### src/rtl/if_stage.sv
// if_stage: instruction-fetch stage plus IF/ID pipeline register.
//
// Holds the PC and fetches from instruction memory over a req/ack handshake.
// The fetched instruction and its PC+4 go to ID. PCSrc from ID selects a
// redirect (branch, J, JR). ID stalls are absorbed by a one-entry skid
// buffer. A fetch that is in flight when a redirect happens is completed and
// its data thrown away.
//
// Ports:
//   clk, rst     clock, synchronous active-high reset
//   pc_src       redirect select from ID: 0 seq, 1 branch, 2 J, 3 JR
//   br_imm       instr[15:0] of the ID instruction
//   j_index      instr[25:0] of the ID instruction
//   jr_target    Reg[rs] read in ID
//   id_stall     ID cannot accept a new instruction this cycle
//   imem_req     fetch request (held until imem_ack)
//   imem_addr    word-aligned fetch address (always equals the PC)
//   imem_rdata   fetched instruction, valid with imem_ack
//   imem_ack     single-cycle completion pulse, may arrive with imem_req
//   ifid_valid   IF/ID holds a live instruction
//   ifid_instr   instruction to ID
//   ifid_pc4     PC+4 of ifid_instr
module if_stage #(
  parameter logic [31:0] RESET_PC = 32'h0000_0000
) (
  input  logic        clk,
  input  logic        rst,
  input  logic [1:0]  pc_src,
  input  logic [15:0] br_imm,
  input  logic [25:0] j_index,
  input  logic [31:0] jr_target,
  input  logic        id_stall,
  output logic        imem_req,
  output logic [31:0] imem_addr,
  input  logic [31:0] imem_rdata,
  input  logic        imem_ack,
  output logic        ifid_valid,
  output logic [31:0] ifid_instr,
  output logic [31:0] ifid_pc4
);

  typedef enum logic [1:0] {S_BOOT, S_FETCH, S_DROP, S_HOLD} state_t;

  state_t      state_q, state_d;
  logic [31:0] pc_q, pc_d;
  logic [31:0] pend_pc_q, pend_pc_d;
  logic [31:0] skid_instr_q, skid_instr_d;
  logic [31:0] skid_pc4_q, skid_pc4_d;
  logic        ifid_valid_q, ifid_valid_d;
  logic [31:0] ifid_instr_q, ifid_instr_d;
  logic [31:0] ifid_pc4_q, ifid_pc4_d;

  logic        consume;
  logic        redirect;
  logic [31:0] pc_plus4;
  logic [31:0] br_offset;
  logic [31:0] target;

  // Redirect target, computed from the instruction currently sitting in ID.
  always_comb begin
    br_offset = {{14{br_imm[15]}}, br_imm, 2'b00};
    case (pc_src)
      2'd1:    target = ifid_pc4_q + br_offset;
      2'd2:    target = {ifid_pc4_q[31:28], j_index, 2'b00};
      2'd3:    target = jr_target & 32'hFFFF_FFFC;
      default: target = pc_plus4;
    endcase
  end

  assign pc_plus4   = pc_q + 32'd4;
  assign consume    = ifid_valid_q & ~id_stall;
  assign redirect   = consume & (pc_src != 2'd0);
  assign imem_addr  = pc_q;
  assign imem_req   = (state_q == S_FETCH) || (state_q == S_DROP);
  assign ifid_valid = ifid_valid_q;
  assign ifid_instr = ifid_instr_q;
  assign ifid_pc4   = ifid_pc4_q;

  // Next-state logic. A request, once raised, is never withdrawn, so a
  // redirect without an ack parks the target in pend_pc until the stale
  // fetch completes (S_DROP).
  always_comb begin
    state_d      = state_q;
    pc_d         = pc_q;
    pend_pc_d    = pend_pc_q;
    skid_instr_d = skid_instr_q;
    skid_pc4_d   = skid_pc4_q;
    ifid_valid_d = ifid_valid_q;
    ifid_instr_d = ifid_instr_q;
    ifid_pc4_d   = ifid_pc4_q;

    case (state_q)
      S_BOOT: begin
        state_d = S_FETCH;
      end

      S_FETCH: begin
        if (redirect && imem_ack) begin
          pc_d         = target;
          ifid_valid_d = 1'b0;
        end else if (redirect) begin
          pend_pc_d    = target;
          ifid_valid_d = 1'b0;
          state_d      = S_DROP;
        end else if (imem_ack && (!ifid_valid_q || !id_stall)) begin
          ifid_instr_d = imem_rdata;
          ifid_pc4_d   = pc_plus4;
          ifid_valid_d = 1'b1;
          pc_d         = pc_plus4;
        end else if (imem_ack) begin
          skid_instr_d = imem_rdata;
          skid_pc4_d   = pc_plus4;
          pc_d         = pc_plus4;
          state_d      = S_HOLD;
        end else if (consume) begin
          ifid_valid_d = 1'b0;
        end
      end

      S_DROP: begin
        if (imem_ack) begin
          pc_d    = pend_pc_q;
          state_d = S_FETCH;
        end
      end

      S_HOLD: begin
        // ifid_valid is always 1 here, so consume reduces to ~id_stall.
        if (redirect) begin
          pc_d         = target;
          ifid_valid_d = 1'b0;
          state_d      = S_FETCH;
        end else if (consume) begin
          ifid_instr_d = skid_instr_q;
          ifid_pc4_d   = skid_pc4_q;
          state_d      = S_FETCH;
        end
      end

      default: begin
        state_d = S_BOOT;
      end
    endcase
  end

  // State registers with synchronous reset.
  always_ff @(posedge clk) begin
    if (rst) begin
      state_q      <= S_BOOT;
      pc_q         <= RESET_PC;
      pend_pc_q    <= 32'd0;
      skid_instr_q <= 32'd0;
      skid_pc4_q   <= 32'd0;
      ifid_valid_q <= 1'b0;
      ifid_instr_q <= 32'd0;
      ifid_pc4_q   <= 32'd0;
    end else begin
      state_q      <= state_d;
      pc_q         <= pc_d;
      pend_pc_q    <= pend_pc_d;
      skid_instr_q <= skid_instr_d;
      skid_pc4_q   <= skid_pc4_d;
      ifid_valid_q <= ifid_valid_d;
      ifid_instr_q <= ifid_instr_d;
      ifid_pc4_q   <= ifid_pc4_d;
    end
  end

endmodule
### config.mk
export PLATFORM = sky130hd
export DESIGN_NAME = if_stage
export DESIGN_NICKNAME = d
export VERILOG_FILES = /design/src/rtl/if_stage.sv
export SDC_FILE = /design/constraint.sdc
export NUM_CORES = 1
export LEC_CHECK = 0
export ABC_AREA = 1
export CAP_MARGIN = 0
export CORE_MARGIN = 2
export CORE_UTILIZATION = 36
export CTS_CLUSTER_DIAMETER = 60
export CTS_CLUSTER_SIZE = 24
export DETAILED_ROUTE_END_ITERATION = 10
export GPL_TIMING_DRIVEN = 0
export SYNTH_ARGS = -nofsm -noshare
export SYNTH_HDL_FRONTEND = slang
export SYNTH_SLANG_ARGS = --single-unit
### constraint.sdc
create_clock -name clk -period 4.6 [get_ports clk]
set_clock_uncertainty 0.05 [all_clocks]
set_input_delay 1.15 -clock clk [delete_from_list [all_inputs] [get_ports clk]]
set_output_delay 1.15 -clock clk [all_outputs]
set_load 0.03 [all_outputs]
Word-level counts from Yosys, hierarchy flattened. Cells that the tools add are included. W data, S select, Z words.

Flip-flop bits (word level): 195. Input bits: 112. Output and inout bits: 98. Word-level logic and storage cells: 87.

Add/sub/neg operators: 2. Equal/unequal tests: 20. Mux-type cells: 35. Bitwise logic cells: 6. Reductions and logical operators: 16.

Operators by type and width (number): $mux W32 (16); $pmux W32 S3 (2); $pmux W32 S2 (2); $add A32 B3 Y32 const B (1); $add A32 B32 Y32 (1); $reduce_and A5 Y1 (3); $mux W2 (7); $ne A2 B2 Y1 const B (6); $ne A5 B3 Y1 const B (2); $ne A3 B3 Y1 const B (3); $eq A2 B2 Y1 const B (4); $pmux W2 S4 (1); $mux W1 (6); $reduce_and A6 Y1 (1); $eq A2 B1 Y1 const B (2); $ne A4 B2 Y1 const B (1); $not A1 Y1 (4); $reduce_and A4 Y1 (1); $reduce_bool A2 Y1 (2); $ne A3 B2 Y1 const B (1); $reduce_and A3 Y1 (1); $reduce_bool A3 Y1 (1); $and A1 B1 Y1 (2); $logic_and A1 B1 Y1 (2); other kinds (5) (7).

Depth between registers and ports, before layout. Gate-level depths: netlist of run 1.

Word-level depth: 8. Depth in mapped cells: 15. Gate-level depth less buffers: 15.

Least setup slack after synthesis of run 1. OpenSTA, ideal clock, no wires.

Kind: input -> register. Start: input port br_imm[0]. End: register pend_pc_q[30]. Setup time: 115 ps. Data arrival time: 2656 ps. Data required time: 4435 ps. Slack: 1778 ps. Stages: 15. Buffers on the path: 0. Path through: ha_1 > inv_1 > fa_1 > inv_1 > nand3_1 > nand3_1 > nand3_1 > nand3_1 > nand2_1 > nand2_1 > nand2_1 > nand3_1 > nand3_1 > o21ai_0 > inv_1.

Cells in the longest elaborated chain, start to end: 2.

RTL lines: from (decl) (RTL line 29) `input logic [15:0] br_imm,`; $add A32 B32 Y32 (RTL line 63) `2'd1: target = ifid_pc4_q + br_offset;`; $pmux W32 S3 (RTL line 62) `case (pc_src)`; to (signal assigned) (RTL line 160) `pend_pc_q <= pend_pc_d;`; to (decl) (RTL line 46) `logic [31:0] pend_pc_q, pend_pc_d;`.

No other way between the ends. A chain may end at the register's enable or synchronous reset.

Worst setup path in the final report of run 1.
Start: input port br_imm[15]. End: register pend_pc_q[29].

The elaborated chain is that of the path after synthesis.

==> results of run 1 <==
synthesized netlist by cell type (2+ instances only):
master / n / area share [%]
ha_1: 34 / 3.7
o21bai_1: 3 / 0.20
buf_1: 4 / 0.13
xnor2_2: 2 / 0.28
clkbuf_1: 71 / 2.3
a31oi_1: 48 / 2.6
dfxtp_1: 195 / 34
nor2_2: 2 / 0.11
nand4_1: 17 / 0.92
o21ai_0: 201 / 8.7
or2_2: 7 / 0.38
xnor2_1: 5 / 0.38
nor2_1: 238 / 7.7
o21ai_1: 7 / 0.30
inv_1: 210 / 6.8
nand2_2: 2 / 0.11
nand3b_1: 7 / 0.46
nand2_1: 461 / 15
nor3_1: 10 / 0.43
nand3_1: 64 / 2.8
xor2_1: 20 / 1.5
inv_2: 4 / 0.13
nor3_2: 4 / 0.35
a221oi_1: 9 / 0.68
and2_1: 2 / 0.11
a22o_1: 17 / 1.3
o211ai_1: 3 / 0.20
a21oi_1: 151 / 6.5
buf_2: 17 / 0.74
o2111ai_1: 4 / 0.30
nor2_4: 2 / 0.20
buf_4: 2 / 0.13
o22ai_1: 2 / 0.11
layout make-up:
class	instances	area (um2)
buffer	95	387
inverter	215	807
tap	402	503
timing repair buffer	207	2070
fill	3326	16800
multi-input combinational	1327	6440
sequential	195	3900
clock buffer	17	425
clock inverter	15	219
sequential cells by signal (all words and copies together), names as in the netlist:
signal,cells
ifid_instr,32
ifid_pc4,32
imem_addr,32
pend_pc_q,32
skid_instr_q,32
skid_pc4_q,32
state_q,2
ifid_valid,1
through the flow:
step	worst slack [ps]	hold WS, ps	cell area (um2)	cells	power, W
2_1_floorplan	1780	397	11500	1832	0.00540
3_3_place_gp	117	402	14100	2441	0.00739
3_5_place_dp	149	410	14100	2441	0.00741
4_1_cts	601	421	14800	2473	0.00906
5_1_grt	336	432	14800	2473	0.00963
6_report	583	422	14800	2473	0.00908
routing by layer:
layer | vias up | part of all wire (%)
met5 | - | 0
met4 | 0 | 3.1
met3 | 81 | 8.0
met2 | 432 | 47
met1 | 6015 | 42
li1 | 6404 | -
cells in the final DEF, fill, tap and decap left out, drive strengths merged, types with 14 or more instances in the layout:
cell type,synthesis,layout
xor2,20,20
nor2,242,242
nand4,17,17
a21oi,151,151
nand2,463,463
a22o,17,17
a31oi,48,48
inv,214,220
clkbuf,72,89
nor3,14,14
clkdlybuf4s50,0,207
o21ai,208,208
dfxtp,195,195
ha,34,34
buf,23,23
nand3,65,65
cells by family after synthesis:
logic type	after synthesis
DFF	195
xor gates and xnor gates	27
adders and majority gates	35
buffers and inverters	310
and+or+nand+nor	817
AOI/OAI and AO/OA	448
report_power, final:
group	internal [W]	total, W	switching (W)
logic	0.00165	0.00482	0.00317
registers	0.00210	0.00262	0.000519
clock network	0.000887	0.00164	0.000758
how the worst max path moves through the flow:
stage               startpoint             to  slack, ps  depth (start not counted)
finish              br_imm[15]  pend_pc_q[29]        580                         14
detailed placement  br_imm[15]  pend_pc_q[29]        150                         14
CTS                 br_imm[15]  pend_pc_q[29]        600                         14
global route        br_imm[15]  pend_pc_q[29]        340                         14
floorplan            br_imm[0]  pend_pc_q[30]       1780                         15
global placement    br_imm[15]  pend_pc_q[29]        120                         14
critical path: cells and delay by family:
kind / cells / cell delay (ps)
AO/OA/AOI/OAI: 1 / 210
adder cells (fa/ha/maj): 1 / 580
buffers and inverters: 3 / 940
AND/OR/NAND/NOR: 9 / 1410
==> impl_metrics.tcl, run 1 <==
set metrics [dict create \
    cts_post_setup_buffers_inserted 0 \
    path_common_cell "nand2_1" \
    hold_viol 0 \
    cts_tree "built" \
    cts.repair.resized 0 \
    die-area_um2 33500 \
    worstSetupStartpointType "primary input" \
    numCtsBuffers 17 \
    cts-root-buf "clkbuf_16" \
    grtUsageTotal_pct 27.7 \
    min_path_type "register to register" \
    hpwl_um 37000 \
    power_density_nw_per_um2 615 \
    top_usage_layer "met2" \
    synth_fa_ha_area_share_pct 3.86 \
    synth_mux_area_share_pct 0 \
    synth-seq-cells 195 \
    end_kind "register" \
    syn_inst 1832 \
    ioPinCount 210 \
    vias 12932 \
    synth_xor_area_share_pct 2.18 \
    synth_compound_area_share_pct 21.1 \
    initial_core_util_pct 36.6 \
    regToRegSetupSlack_ps 1840 \
    p_leak_nw 6.63 \
    via_per_inst 5.23 \
    fmax_ghz 0.249 \
    post_drt_wl_per_cell_um 19.1 \
    row_count 65 \
    rsz0062_at_grt "false" \
    antenna_found_initial 0 \
    synth_area_um2 11500 \
    drc_errors 0 \
    worstPathRequired_ps 4890 \
    place.port_buffers 207 \
    reg2reg_depth 11 \
    slew_viol_final 0 \
    utilization_pct 46.8 \
    status "complete, no violations" \
    clk_pin_slew_ps 80 \
    drt_iter0_drc 944 \
    first_global_vias 12345 \
    grt_use_met3_pct 6.45 \
    async_flop_share_pct 0 \
    max_stage_delay_ps 780 \
    synth_cell_types 40 \
    hold_buffers 0 \
    r2r_end "imem_addr[28]" \
    grt_pass1_wl_um 70700 \
    clk_latency_ps 450 \
    arrival_ps 4310 \
    diodes 0 \
    synth_simple_gate_area_share_pct 28.7 \
    cp_max_fo 15 \
    grtUsageMet2_pct 47.3 \
    crit_chain "clkdlybuf4s50_1 -> ha_1 -> nand2_1 -> inv_1 -> nand2_1 -> nor3_1 -> and2_1 -> nand2_1 -> nand2_1 -> nand2_1 -> nand3_1 -> nand3_1 -> o21ai_0 -> inv_1" \
    antenna_left 0 \
    drt_first_pass_iters 6 \
    use_met1_pct 34.4 \
    synth_edf_count 0 \
    timing.rr.start "imem_addr[2]" \
    post-route-period-util_pct 87.3 \
    dieWidth_um 183 \
    cts_sinks 195 \
    overflow 0 \
    hold_end "ifid_instr[12]" \
    tightest_slew_ps 938 \
    synth_top_family_by_area "simple AND/OR/NAND/NOR gates" \
    ys.flop_type "dfxtp_1" \
    clk_path_buf_depth 2 \
    place.gp.congestion 0.960 \
    ys_seq_area_share_pct 33.8 \
    finalSetupViolations 0 \
    syn-mean-instance-area_um2 6.30 \
    drive_above_1_share_pct 3.67 \
    wl_um 47200 \
    grt_max_degree 20 \
    finalSetupTns_ps 0 \
    area_growth_pct 27.9 \
    whs_path_depth 2 \
    die_height_um 183 \
    fin_nets 2205 \
    relSlewSlack_pct 37.5 \
    htreeDepth 4 \
    yosys_warnings 0 \
    cpMaxStageDelayCell "clkdlybuf4s50_1" \
    synthesis.nets 1979 \
    crit_type "primary input to register" \
    cap_violations 0 \
    fin_crit_ps 4020 \
    coreArea_um2 31600 \
    min-delay-start "skid_instr_q[12]" \
    irDropWorstVdd_v 0.000330 \
]
Power figures use the tool's default switching activity.
==> inputs of run 2 (changes only) <==
GPL_ROUTABILITY_DRIVEN = 0   (was not set)
==> impl_metrics.tcl, run 2 (same netlist as run 1, synthesis figures left out) <==
set metrics [dict create \
    fin_nets 2205 \
    antenna_left 0 \
    p_leak_nw 6.61 \
    post-route-period-util_pct 86.7 \
    crit_path_start "br_imm[15]" \
    numCtsBuffers 17 \
    clockPowerShare_pct 17.1 \
    overflow 0 \
    place_inst 2441 \
    coreArea_um2 31600 \
    irDropWorstVdd_v 0.000316 \
    postLayoutSetupSlackWorst_ps 610 \
    place_ws_ps 273 \
    end_kind "register" \
    power_density_nw_per_um2 609 \
    fin_crit_ps 3990 \
    combPwrFrac_pct 53.7 \
    grt_pass1_wl_um 70800 \
    multi_input_area_um2 6440 \
    antenna_found_initial 0 \
    seq_power_share_pct 29.2 \
    die_height_um 183 \
    cpMaxStageDelayCell "clkdlybuf4s50_1" \
    worstPathRequired_ps 4880 \
    tightest_slew_ps 902 \
    area_growth_pct 27.3 \
    die-area_um2 33500 \
    clk_path_buf_depth 2 \
    p_total_w 0.00895 \
    arrival_ps 4270 \
    finalSetupTns_ps 0 \
    layout_common_cells "461 x nand2_1, 238 x nor2_1, 210 x inv_1" \
    p_int_w 0.00453 \
    layout_commonest_cell "nand2_1" \
    rsz0062_at_grt "false" \
    clk_latency_ps 440 \
    p_sw_w 0.00442 \
    slew_viol_final 0 \
    cts_sinks 195 \
    final_area_um2 14700 \
    initial_core_util_pct 36.6 \
    timing.rr.start "ifid_pc4[2]" \
    min-delay-start "skid_pc4_q[3]" \
    regArea_um2 3900 \
    cp_max_fo 15 \
    max_stage_delay_ps 790 \
    min_path_type "register to register" \
    drive_above_1_share_pct 3.67 \
    fillers 3337 \
    hold_buffers 0 \
    hpwl_um 35700 \
    fmax_ghz 0.251 \
    diodes 0 \
    post_drt_wl_per_cell_um 18.6 \
    place.port_buffers 207 \
    via_per_inst 5.34 \
    fin_cells 2473 \
    status "complete, no violations" \
    vias 13197 \
    worstSetupStartpointType "primary input" \
    postPlaceCellArea_um2 14100 \
    wl_um 46000 \
    cts.repair.resized 0 \
    grtUsageTotal_pct 27.3 \
    ioPinCount 210 \
    grt_max_degree 19 \
    row_count 65 \
    crit_chain "clkdlybuf4s50_1 -> ha_1 -> nand2_1 -> inv_1 -> nand2_1 -> nor3_1 -> and2_1 -> nand2_1 -> nand2_1 -> nand2_1 -> nand3_1 -> nand3_1 -> o21ai_0 -> inv_1" \
    hold_viol 0 \
    crit_type "primary input to register" \
    drc_errors 0 \
    cap_violations 0 \
    clk_pin_slew_ps 70 \
    first_global_vias 12772 \
    path_common_cell "nand2_1" \
    cts_post_setup_buffers_inserted 0 \
    drt_first_pass_iters 8 \
    swShare_pct 49.4 \
    cts_tree "built" \
    cts-root-buf "clkbuf_16" \
    relSlewSlack_pct 39.9 \
    drt_iter0_drc 1130 \
    finalSetupViolations 0 \
    htreeDepth 4 \
    dieWidth_um 183 \
]
-- run 2: path summary, 6_finish.rpt --
kind | endpoint | slack [ps] | cells after the start
setup / recovery | pend_pc_q[29] | 610 | 14
hold / removal | ifid_pc4[3] | 420 | 2
setup reg to reg | pend_pc_q[8] | 1820 | 13
hold reg to reg | ifid_pc4[3] | 420 | 2
-- run 2: area by class of cell --
class	instances	share of cell area, %
inverter	215	5.49
multi-input combinational	1327	43.8
sequential	195	26.6
clock buffer	18	2.99
timing repair buffer	207	14.1
tap	402	3.42
buffer	95	2.63
clock inverter	14	0.970
-- run 2: power by group through the flow --
stage	Combinational [W]	Clock, W	Sequential, W
after global routing	0.00523	0.00160	0.00266
final	0.00480	0.00153	0.00261
after global placement	0.00470	0	0.00264
after detailed placement	0.00473	0	0.00263
after CTS	0.00476	0.00153	0.00260
after floorplan	0.00224	0	0.00316
-- run 2: worst max-delay path, delay by kind of cell --
kind                     cells  cell delay, ps
buffers and inverters        3             930
AND/OR/NAND/NOR              9            1380
adder cells (fa/ha/maj)      1             600
AO/OA/AOI/OAI                1             190
-- run 2: metrics by stage --
stage,hold slack [ps],util (%)
floorplan,397,-
global placement,404,44.7
detailed placement,413,44.7
CTS,423,46.6
global route,439,46.6
finish,423,46.6
-- run 2: routing by layer --
layer,up-vias,GRT usage [%],share of wire (%)
met5,-,0,0
met4,0,12.7,4.3
met3,107,5.88,8.4
met2,591,45.3,45
met1,6078,33.8,42
li1,6421,-,-
